<file path="src/rtl/biquad8_coeff_loader.sv">
// Serialises a feedback coefficient pair into the biquad8 IIR stage's B1 shift
// chain, one word per clock, then issues a single commit pulse so every DSP switches at once.
module biquad8_coeff_loader #(
  parameter int NSAMP = 8
) (
  input  logic        clk,
  input  logic        rst,
  input  logic [17:0] coeff0_i,
  input  logic [17:0] coeff1_i,
  input  logic        load_i,
  output logic        busy_o,
  output logic        done_o,
  output logic [17:0] coeff_dat_o,
  output logic        coeff_wr_o,
  output logic        coeff_update_o,
  output logic [17:0] active0_o,
  output logic [17:0] active1_o
);

  localparam int NW = 2 * (NSAMP - 2);
  localparam int CW = (NW > 2) ? $clog2(NW) : 1;
  localparam logic [CW-1:0] LAST = CW'(NW - 1);

  typedef enum logic [1:0] {
    S_IDLE   = 2'd0,
    S_SHIFT  = 2'd1,
    S_COMMIT = 2'd2
  } state_t;

  state_t      state_q, state_d;
  logic [CW-1:0] cnt_q, cnt_d;
  logic [17:0] hold0_q, hold0_d;
  logic [17:0] hold1_q, hold1_d;
  logic [17:0] act0_q, act0_d;
  logic [17:0] act1_q, act1_d;
  logic [17:0] dat_q, dat_d;
  logic        wr_q, wr_d;
  logic        upd_q, upd_d;
  logic        busy_q, busy_d;
  logic        done_q, done_d;

  always_ff @(posedge clk) begin
    if (rst) begin
      state_q <= S_IDLE;
      cnt_q   <= '0;
      hold0_q <= '0;
      hold1_q <= '0;
      act0_q  <= '0;
      act1_q  <= '0;
      dat_q   <= '0;
      wr_q    <= 1'b0;
      upd_q   <= 1'b0;
      busy_q  <= 1'b0;
      done_q  <= 1'b0;
    end else begin
      state_q <= state_d;
      cnt_q   <= cnt_d;
      hold0_q <= hold0_d;
      hold1_q <= hold1_d;
      act0_q  <= act0_d;
      act1_q  <= act1_d;
      dat_q   <= dat_d;
      wr_q    <= wr_d;
      upd_q   <= upd_d;
      busy_q  <= busy_d;
      done_q  <= done_d;
    end
  end

  // The stage registers wr/update but uses data directly, so each data word
  // is launched one cycle after its write strobe.
  always_comb begin
    state_d = state_q;
    cnt_d   = cnt_q;
    hold0_d = hold0_q;
    hold1_d = hold1_q;
    act0_d  = act0_q;
    act1_d  = act1_q;
    dat_d   = '0;
    wr_d    = 1'b0;
    upd_d   = 1'b0;
    busy_d  = 1'b0;
    done_d  = 1'b0;
    case (state_q)
      S_IDLE: begin
        if (load_i) begin
          hold0_d = coeff0_i;
          hold1_d = coeff1_i;
          cnt_d   = '0;
          state_d = S_SHIFT;
          wr_d    = 1'b1;
          busy_d  = 1'b1;
        end
      end
      S_SHIFT: begin
        busy_d = 1'b1;
        // Even writes land in odd chain positions, which hold coeff1.
        dat_d  = cnt_q[0] ? hold0_q : hold1_q;
        if (cnt_q == LAST) begin
          state_d = S_COMMIT;
          upd_d   = 1'b1;
        end else begin
          cnt_d = cnt_q + 1'b1;
          wr_d  = 1'b1;
        end
      end
      S_COMMIT: begin
        act0_d  = hold0_q;
        act1_d  = hold1_q;
        done_d  = 1'b1;
        state_d = S_IDLE;
      end
      default: state_d = S_IDLE;
    endcase
  end

  assign busy_o         = busy_q;
  assign done_o         = done_q;
  assign coeff_dat_o    = dat_q;
  assign coeff_wr_o     = wr_q;
  assign coeff_update_o = upd_q;
  assign active0_o      = act0_q;
  assign active1_o      = act1_q;

endmodule
</file>
<file path="config.mk">
export PLATFORM = sky130hd
export DESIGN_NAME = biquad8_coeff_loader
export DESIGN_NICKNAME = d
export VERILOG_FILES = /design/src/rtl/biquad8_coeff_loader.sv
export SDC_FILE = /design/constraint.sdc
export NUM_CORES = 1
export LEC_CHECK = 0
export ABC_AREA = 1
export CORE_ASPECT_RATIO = 0.7
export CORE_MARGIN = 5
export CORE_UTILIZATION = 36
export DETAILED_ROUTE_END_ITERATION = 8
export MAX_ROUTING_LAYER = met4
export PLACE_DENSITY = 0.73
export SYNTH_ARGS = -nofsm -noshare
export SYNTH_HDL_FRONTEND = slang
export SYNTH_SLANG_ARGS = --single-unit
</file>
<file path="constraint.sdc">
create_clock -name clk -period 2.85 [get_ports clk]
set_input_delay 0.4275 -clock clk [delete_from_list [all_inputs] [get_ports clk]]
set_output_delay 0.4275 -clock clk [all_outputs]
set_load 0.005 [all_outputs]
</file>
==> flow_metrics.env <==
export IMPL_cts_tree="built"
export IMPL_crit_path_start_kind="primary input"
export IMPL_die_w_um=129
export IMPL_seq_area_um2=2000
export IMPL_fin_worst_skew_ps=4.15
export IMPL_yosys_area_top_type="dfxtp_1"
export IMPL_ys_warnings_count=0
export IMPL_cts_sinks=100
export IMPL_hold_path_class="reg2reg"
export IMPL_wire_per_inst_um=14.1
export IMPL_cts_root_buf="clkbuf_16"
export IMPL_crit_fanout=33
export IMPL_synth_seq_area_share_pct=56.5
export IMPL_finalHoldViolations=0
export IMPL_via_per_inst=4.71
export IMPL_cap_viol_max_count=0
export IMPL_power_density_nw_per_um2=613
export IMPL_fillers=897
export IMPL_required_ps=3140
export IMPL_ir_drop_uv=296
export IMPL_start_util_pct=36.8
export IMPL_drive_gt1_share_pct=6.58
export IMPL_synth_fp_nets=483
export IMPL_post_cts_setup_buffers=0
export IMPL_num_vias=3109
export IMPL_drt_iter0_drc=242
export IMPL_synthDistinctLibCells=21
export IMPL_fp_dieH_um=93.0
export IMPL_clock_latency_ps=340
export IMPL_holdBufCountCts=0
export IMPL_ys_ff_latch=100
export IMPL_clock_fmax_ghz=0.538
export IMPL_synth_top_cell_area_share_pct=56.5
export IMPL_htree_num_levels=3
export IMPL_route_detailed_drc=0
export IMPL_syn_inst=443
export IMPL_antenna_found_initial=0
export IMPL_cts_made_buffers=9
export IMPL_drt_pass1_iterations=4
export IMPL_n_antenna_cell=0
export IMPL_setup_viol=0
export IMPL_cp_slowest_cell="clkdlybuf4s50_1"
export IMPL_ys_top_cells_by_area="dfxtp_1 56%, nor2_1 16%, o21ai_0 8.6%"
export IMPL_crit_chain="clkdlybuf4s50_1, inv_2, nand2_2, nor2_1, nand3_1, nand2_1"
export IMPL_post_route_min_period_ps=1860
export IMPL_multi_input_area_um2=1330
export IMPL_outcome="finished, final reports clean"
export IMPL_cp_arrival_ps=2150
export IMPL_p_leak_nw=1.97
export IMPL_wl_mm=9.34
export IMPL_gp_congestion=0.906
export IMPL_cpPeakStageDelay_ps=500
export IMPL_rsz0062_at_grt="no"
export IMPL_max_slew_margin_pct=55.7
export IMPL_path_class="in2reg"
export IMPL_worst_hold_slack_ps=477
export IMPL_worst_path_buf_inv=2
export IMPL_max_slew_worst_pin_slew_ps=663
export IMPL_area_growth_pct=35.9
export IMPL_min_period_over_period_pct=65.2
export IMPL_core_area_um2=9650
export IMPL_port_buffers=96
export IMPL_path_clk_slew_ps=60
export IMPL_grt_pass1_wl_mm=15.0
export IMPL_num_rows=30
export IMPL_setup_tns_ps=0
export IMPL_grt_use_total_pct=16.3
export IMPL_cts_resized=0
export IMPL_maxSlewViolCount=0
export IMPL_nets=567
export IMPL_cts_path_max_buffers=2
export IMPL_post_route_util_pct=49.9
export IMPL_postRouteAntennaNets=0
export IMPL_die_area_um2=12000
export IMPL_grt_pass1_vias=3006
export IMPL_grt_ovfl_total=0
export IMPL_synth_area_per_cell_um2=8.00
export IMPL_path_delay_family="buffers and inverters"
export IMPL_num_io_pins=97
export IMPL_synth_area_um2=3550
export IMPL_end_kind="flop"
export IMPL_rrSetupSlack_ps=1250
export IMPL_dp_final_hpwl_mm=6.43
export IMPL_grt_start_max_net_pins=45
path summary, 6_finish.rpt:
kind	startpoint	endpoint	depth (start not counted)
setup / recovery	rst	cnt_q[3]	6
hold / removal	hold0_q[16]	coeff_dat_o[16]	2
hold reg to reg	hold0_q[16]	coeff_dat_o[16]	2
setup reg to reg	state_q[1]	active1_o[1]	6
where the power goes:
part / total, mW / switching (mW) / leakage [nW] / internal (mW)
Combinational: 0.234 / 0.126 / 0.995 / 0.109
Clock: 1.22 / 0.502 / 0.155 / 0.722
Sequential: 1.50 / 0.0441 / 0.816 / 1.45
cells in the mapped netlist (all sizes together):
| master | n |
|---|---|
| dfxtp | 100 |
| clkbuf | 6 |
| o21bai | 1 |
| a21oi | 20 |
| inv | 9 |
| buf | 21 |
| o21ai | 73 |
| nor2 | 154 |
| nand2 | 51 |
| ha | 1 |
| nand3 | 6 |
| nand4 | 1 |
tightest hold or removal path, cell delays in order, from the launching register on:
cell	delay, ps
dfxtp_1	320
nand2_1	60
a21oi_1	50
per-layer routing:
layer	GRT usage [%]	share of wire (%)	up-vias
met1	20.8	47	1426
met5	-	0	-
met2	25.3	46	95
li1	-	-	1579
met3	4.57	6.2	9
met4	5.16	0.88	0
cells in the final DEF (no fill, tap or decap):
master and count:
o21ai_0 61, a21oi_1 15, inv_2 6, nor2_4 1
clkbuf_16 9, bufinv_16 1, clkinv_2 4, o21bai_1 1
dfxtp_1 100, nor2_1 153, a21oi_2 5, nand2_1 49
inv_1 3, ha_1 1, nand3_2 1, nand4_1 1
nand3_1 5, nand2_2 2, clkbuf_8 2, buf_4 4
clkdlybuf4s50_1 96, o21ai_1 12
sequential cells by signal, indices dropped and copies added (netlist names), 2 cells and up:
| register | cells |
|---|---|
| active0_o | 18 |
| active1_o | 18 |
| coeff_dat_o | 18 |
| hold0_q | 18 |
| hold1_q | 18 |
| cnt_q | 4 |
| state_q | 2 |
cell families after synthesis:
group,Yosys count,share of synthesized area [%]
buffers and inverters,36,6.10
flip-flops,100,56.5
AO/OA/AOI/OAI,94,13.9
AND/OR/NAND/NOR,212,23.2
adder cells (fa/ha/maj),1,0.353
area by class of cell:
class                           instances  share of cell area [%]
Clock buffer                           11                    5.25
Tap cell                              128                    3.32
Sequential cell                       100                    41.6
Clock inverter                          5                    1.04
Multi-Input combinational cell        307                    27.6
Timing Repair Buffer                  100                    20.6
Inverter                                9                   0.701
through the flow:
stage	power (mW)	instance area, um2	setup slack (ps)	cells
final	2.96	4820	993	660
after floorplan	1.66	3550	1770	443
after global placement	1.76	4510	699	644
after global routing	3.07	4820	782	660
after CTS	2.98	4820	1000	660
after detailed placement	1.76	4510	637	644
(Power assumes the default switching activity.)
==> edit 1 (same flow settings) <==
`NSAMP`: 8 -> 16.
--- a/src/rtl/biquad8_coeff_loader.sv
+++ b/src/rtl/biquad8_coeff_loader.sv
@@ -1,7 +1,7 @@
 // Serialises a feedback coefficient pair into the biquad8 IIR stage's B1 shift
 // chain, one word per clock, then issues a single commit pulse so every DSP switches at once.
 module biquad8_coeff_loader #(
-  parameter int NSAMP = 8
+  parameter int NSAMP = 16
 ) (
   input  logic        clk,
   input  logic        rst,
Function: no difference found for any inputs over 10 cycles, from zero or initial values and one cycle with rst high; that may be too few to reach the edited logic, so the function may still have changed.
==> edit 1 against the original RTL <==
- non-clock buffer count decreased by 1
- critical path depth decreased by 1
- power increased by 2.3%
- routed wire length rose by 5.2%
- cell area grew 1.4%
- core utilization increased by 0.31 points
- setup slack improved by 180 ps
- final cell count grew 2.0%
- hold slack lost 3.0 ps
- area after synthesis rose by 1.5%
- sequential cell count rose by 1
- critical endpoint is now active0_o[17]
- largest power group unchanged
- highest routed layer unchanged
==> edit 1: results (changes against the original RTL) <==
syn_nets 499 (was 483); clk slew on worst S/H paths 70 ps; vias per cell 4.82 (was 4.71); hold crit path type reg2reg (unchanged); CTS tree built (unchanged); vias in the first global route 3,123 (was 3,006); ys flop type dfxtp_1 (unchanged); pre-CTS setup slack 827 ps (was 637 ps); FF-to-FF path depth 5 (was 6); Static Leakage 1.81 nW (was 1.97 nW); TritonCTS Buffers 9 (unchanged); Buffers on Ports 96 (unchanged); CP endpoint active0_o[17] (was cnt_q[3]); Fin Clk Skew 7.11 ps (was 4.15 ps); Post-synth ARST share 0 (unchanged); largest net degree at the start of global routing 74 (was 45); Synth Warn # 0 (unchanged); run status finished, final reports clean (unchanged); Root Buffer clkbuf_16 (unchanged); sequential share of the synthesized area 0.562 (was 0.565); Worst-Margin Slew 788 ps (was 663 ps); CP Data Required Time 3130 ps (was 3140 ps); Layout Nets 580 (was 567); GRT Total Usage 0.171 (was 0.163); RePlAce Congestion 0.850 (was 0.906); Max IR drop VDD 0.295 mV (was 0.296 mV); Routed WL 9.82 mm (was 9.34 mm); initial drt markers 326 (was 242); first drt pass iteration count 4 (unchanged); ranking of synthesized cells by area dfxtp_1, nor2_1, o21ai_0 (unchanged); clk buf depth 2 (unchanged); Worst R2R Start state_q[0] (was state_q[1]); Reg2Reg Capture Point active0_o[7] (was active1_o[1]); initial antenna violation count 0 (unchanged); DP HPWL 6.71 mm (was 6.43 mm); share of layout cells above drive strength 1 0.0532 (was 0.0658); ANT cells 0 (unchanged); first-pass GRT wire length 15.8 mm (was 15.0 mm); Clk Latency, worst-skew pair 350 ps; Critical Path Source rst (unchanged); post-place instance area 0.00457 mm^2 (was 0.00451 mm^2); post-layout worst setup margin 1170 ps (was 993 ps); Post-synth top cells nor2_1, dfxtp_1, o21ai_0 (unchanged); Routed Antenna Nets 0 (unchanged); crit-path max FO 73 (was 33)
==> edit 1: kinds of logic (layout without fill, tap and decap cells) <==
group	Yosys count	in the layout	share of synthesized area
simple gates	221	221	0.240
compound gates	96	96	0.133
buf+inv	40	126	0.0612
flops	101	101	0.562
fa+ha+maj	1	1	0.00348
==> edit 1: layout make-up <==
| cell class | instances | area [um^2] |
|---|---|---|
| clock buffer | 13 | 270 |
| clock inverter | 3 | 42.5 |
| fill | 939 | 4840 |
| inverter | 11 | 48.8 |
| multi-input combinational | 318 | 1360 |
| sequential | 101 | 2020 |
| tap | 128 | 160 |
| timing repair buffer | 99 | 983 |
==> edit 1: worst min path at each step <==
| stage | startpoint | end | slack [ps] | cells past startpoint |
|---|---|---|---|---|
| final | hold0_q[1] | coeff_dat_o[1] | 470 | 2 |
| after global routing | hold1_q[7] | coeff_dat_o[7] | 490 | 2 |
| after CTS | hold0_q[17] | coeff_dat_o[17] | 470 | 2 |
| after detailed placement | hold0_q[17] | coeff_dat_o[17] | 460 | 2 |
| after global placement | hold0_q[17] | coeff_dat_o[17] | 460 | 2 |
| after floorplan | hold0_q[0] | coeff_dat_o[0] | 450 | 2 |
==> edit 1: per-layer routing <==
metal / GRT usage / up-vias / part of all wire
met5: - / - / 0
met4: 0.0519 / 0 / 0.0093
met3: 0.0489 / 7 / 0.084
met2: 0.252 / 143 / 0.43
met1: 0.229 / 1471 / 0.47
li1: - / 1625 / -
==> edit 1: critical path: stages <==
cell and delay (ps):
clkdlybuf4s50_1 570, inv_2 120, buf_4 480, o21ai_0 230, nor2_1 120
==> edit 1: power breakdown <==
group          switching (mW)  internal, mW
sequential             0.0378          1.47
combinational           0.140         0.111
clock                   0.515         0.751
==> edit 1: through the flow <==
| step | power, mW | instances |
|---|---|---|
| after floorplan | 1.67 | 459 |
| after global placement | 1.78 | 657 |
| after detailed placement | 1.79 | 657 |
| after CTS | 3.05 | 673 |
| after global routing | 3.14 | 673 |
| final | 3.02 | 673 |
==> edit 2 (same settings) <==
Made on the original files. `hold0_q` no longer has a reset.
--- a/src/rtl/biquad8_coeff_loader.sv
+++ b/src/rtl/biquad8_coeff_loader.sv
@@ -43,7 +43,6 @@
     if (rst) begin
       state_q <= S_IDLE;
       cnt_q   <= '0;
-      hold0_q <= '0;
       hold1_q <= '0;
       act0_q  <= '0;
       act1_q  <= '0;
@@ -55,7 +54,6 @@
     end else begin
       state_q <= state_d;
       cnt_q   <= cnt_d;
-      hold0_q <= hold0_d;
       hold1_q <= hold1_d;
       act0_q  <= act0_d;
       act1_q  <= act1_d;
@@ -65,6 +63,10 @@
       busy_q  <= busy_d;
       done_q  <= done_d;
     end
+  end
+
+  always_ff @(posedge clk) begin
+    hold0_q <= hold0_d;
   end
 
   // The stage registers wr/update but uses data directly, so each data word
Check against the original RTL: same outputs for any inputs over 10 cycles, from zero or initial values and one cycle with rst high; that may be too few to reach the edited logic, so the function may still have changed.
==> edit 2 against the original RTL <==
- cell area shrank 1.7%
- first-iteration DRC count shrank 38%
- clock skew grew 3.9 ps
- area after synthesis shrank 3.6%
- setup slack gained 15 ps
- hold slack gained 13 ps
- routed wire length shrank 4.2%
- sequential cell count is the same
- power shrank 1.7%
- synthesized cell count shrank 14%
- final cell count shrank 8.6%
- largest power group unchanged
==> edit 2: results (changes against the original RTL) <==
run status finished, final reports clean (unchanged); vias per cell 4.74 (was 4.71); Post-synth top cells nor2_1, dfxtp_1, nand2_1 (was nor2_1, dfxtp_1, o21ai_0); largest net degree at the start of global routing 58 (was 45); Well Taps 124 (was 128); Max IR drop VDD 0.262 mV (was 0.296 mV); cell internal pwr 2.27 mW (was 2.28 mW); ranking of synthesized cells by area dfxtp_1, edfxtp_1, nor2_1 (was dfxtp_1, nor2_1, o21ai_0); multi-input gate share of total cell area 0.228 (was 0.276); syn_nets 422 (was 483); Clock Buffer Count 12 (was 11); wire per inst 14.8 um (was 14.1 um); Fin Clk Skew 8.09 ps (was 4.15 ps); seq_cells 100 (unchanged); Compound-Gate Fraction of Synth Area 0.112 (was 0.139); Mapped Cells 382 (was 443); routing usage on met3 0.0493 (was 0.0457); pre-CTS setup slack 669 ps (was 637 ps); GRT Total Usage 0.160 (was 0.163); multi-input logic cell count 253 (was 307); GRT met2 Usage 0.242 (was 0.253); crit path max-delay cell type inv_2 (was clkdlybuf4s50_1); total power 2.91 mW (was 2.96 mW); Core Util, Final 0.516 (was 0.499); first-pass GRT wire length 14.3 mm (was 15.0 mm); initial drt markers 149 (was 242); Non-clk bufs 101 (was 100); sequential share of the synthesized area 0.638 (was 0.565); GR Layer Usage met1 0.210 (was 0.208); share of layout cells above drive strength 1 0.0543 (was 0.0658); buffer share of cell area 0.211 (was 0.206); slowest stage delay, CP 550 ps (was 500 ps); RePlAce Congestion 0.809 (was 0.906); Clk. pwr 1.17 mW (was 1.22 mW); Layout Nets 514 (was 567); post-place instance area 0.00445 mm^2 (was 0.00451 mm^2); DP HPWL 6.13 mm (was 6.43 mm); Static Leakage 1.87 nW (was 1.97 nW); placed cell count 587 (was 644); Seq/total area 0.461 (was 0.416); clk tree area frac 0.0605 (was 0.0629); Worst Path Arrival 1810 ps (was 2150 ps)
==> edit 2: cell count changes after synthesis, sizes merged <==
| cell | change |
|---|---|
| clkbuf | -2 |
| dfxtp | -18 |
| edfxtp | +18 |
| nor2 | -36 |
| clkinv | +1 |
| inv | -1 |
| buf | -5 |
| o21ai | -18 |
==> edit 2: layer usage <==
layer / part of all wire / up-vias / routed length (um)
li1: - / 1417 / -
met1: 0.47 / 1327 / 4220
met2: 0.45 / 109 / 4000
met3: 0.075 / 7 / 669
met4: 0.0063 / 0 / 56
met5: 0 / - / 0
==> edit 2: worst paths after layout <==
| path | from | end | slack [ps] | cells past startpoint |
|---|---|---|---|---|
| hold reg to reg | hold1_q[11] | coeff_dat_o[11] | 490 | 2 |
| setup reg to reg | cnt_q[0] | coeff_dat_o[17] | 1080 | 4 |
| setup / recovery | load_i | hold0_q[2] | 1010 | 4 |
| hold / removal | hold1_q[11] | coeff_dat_o[11] | 490 | 2 |
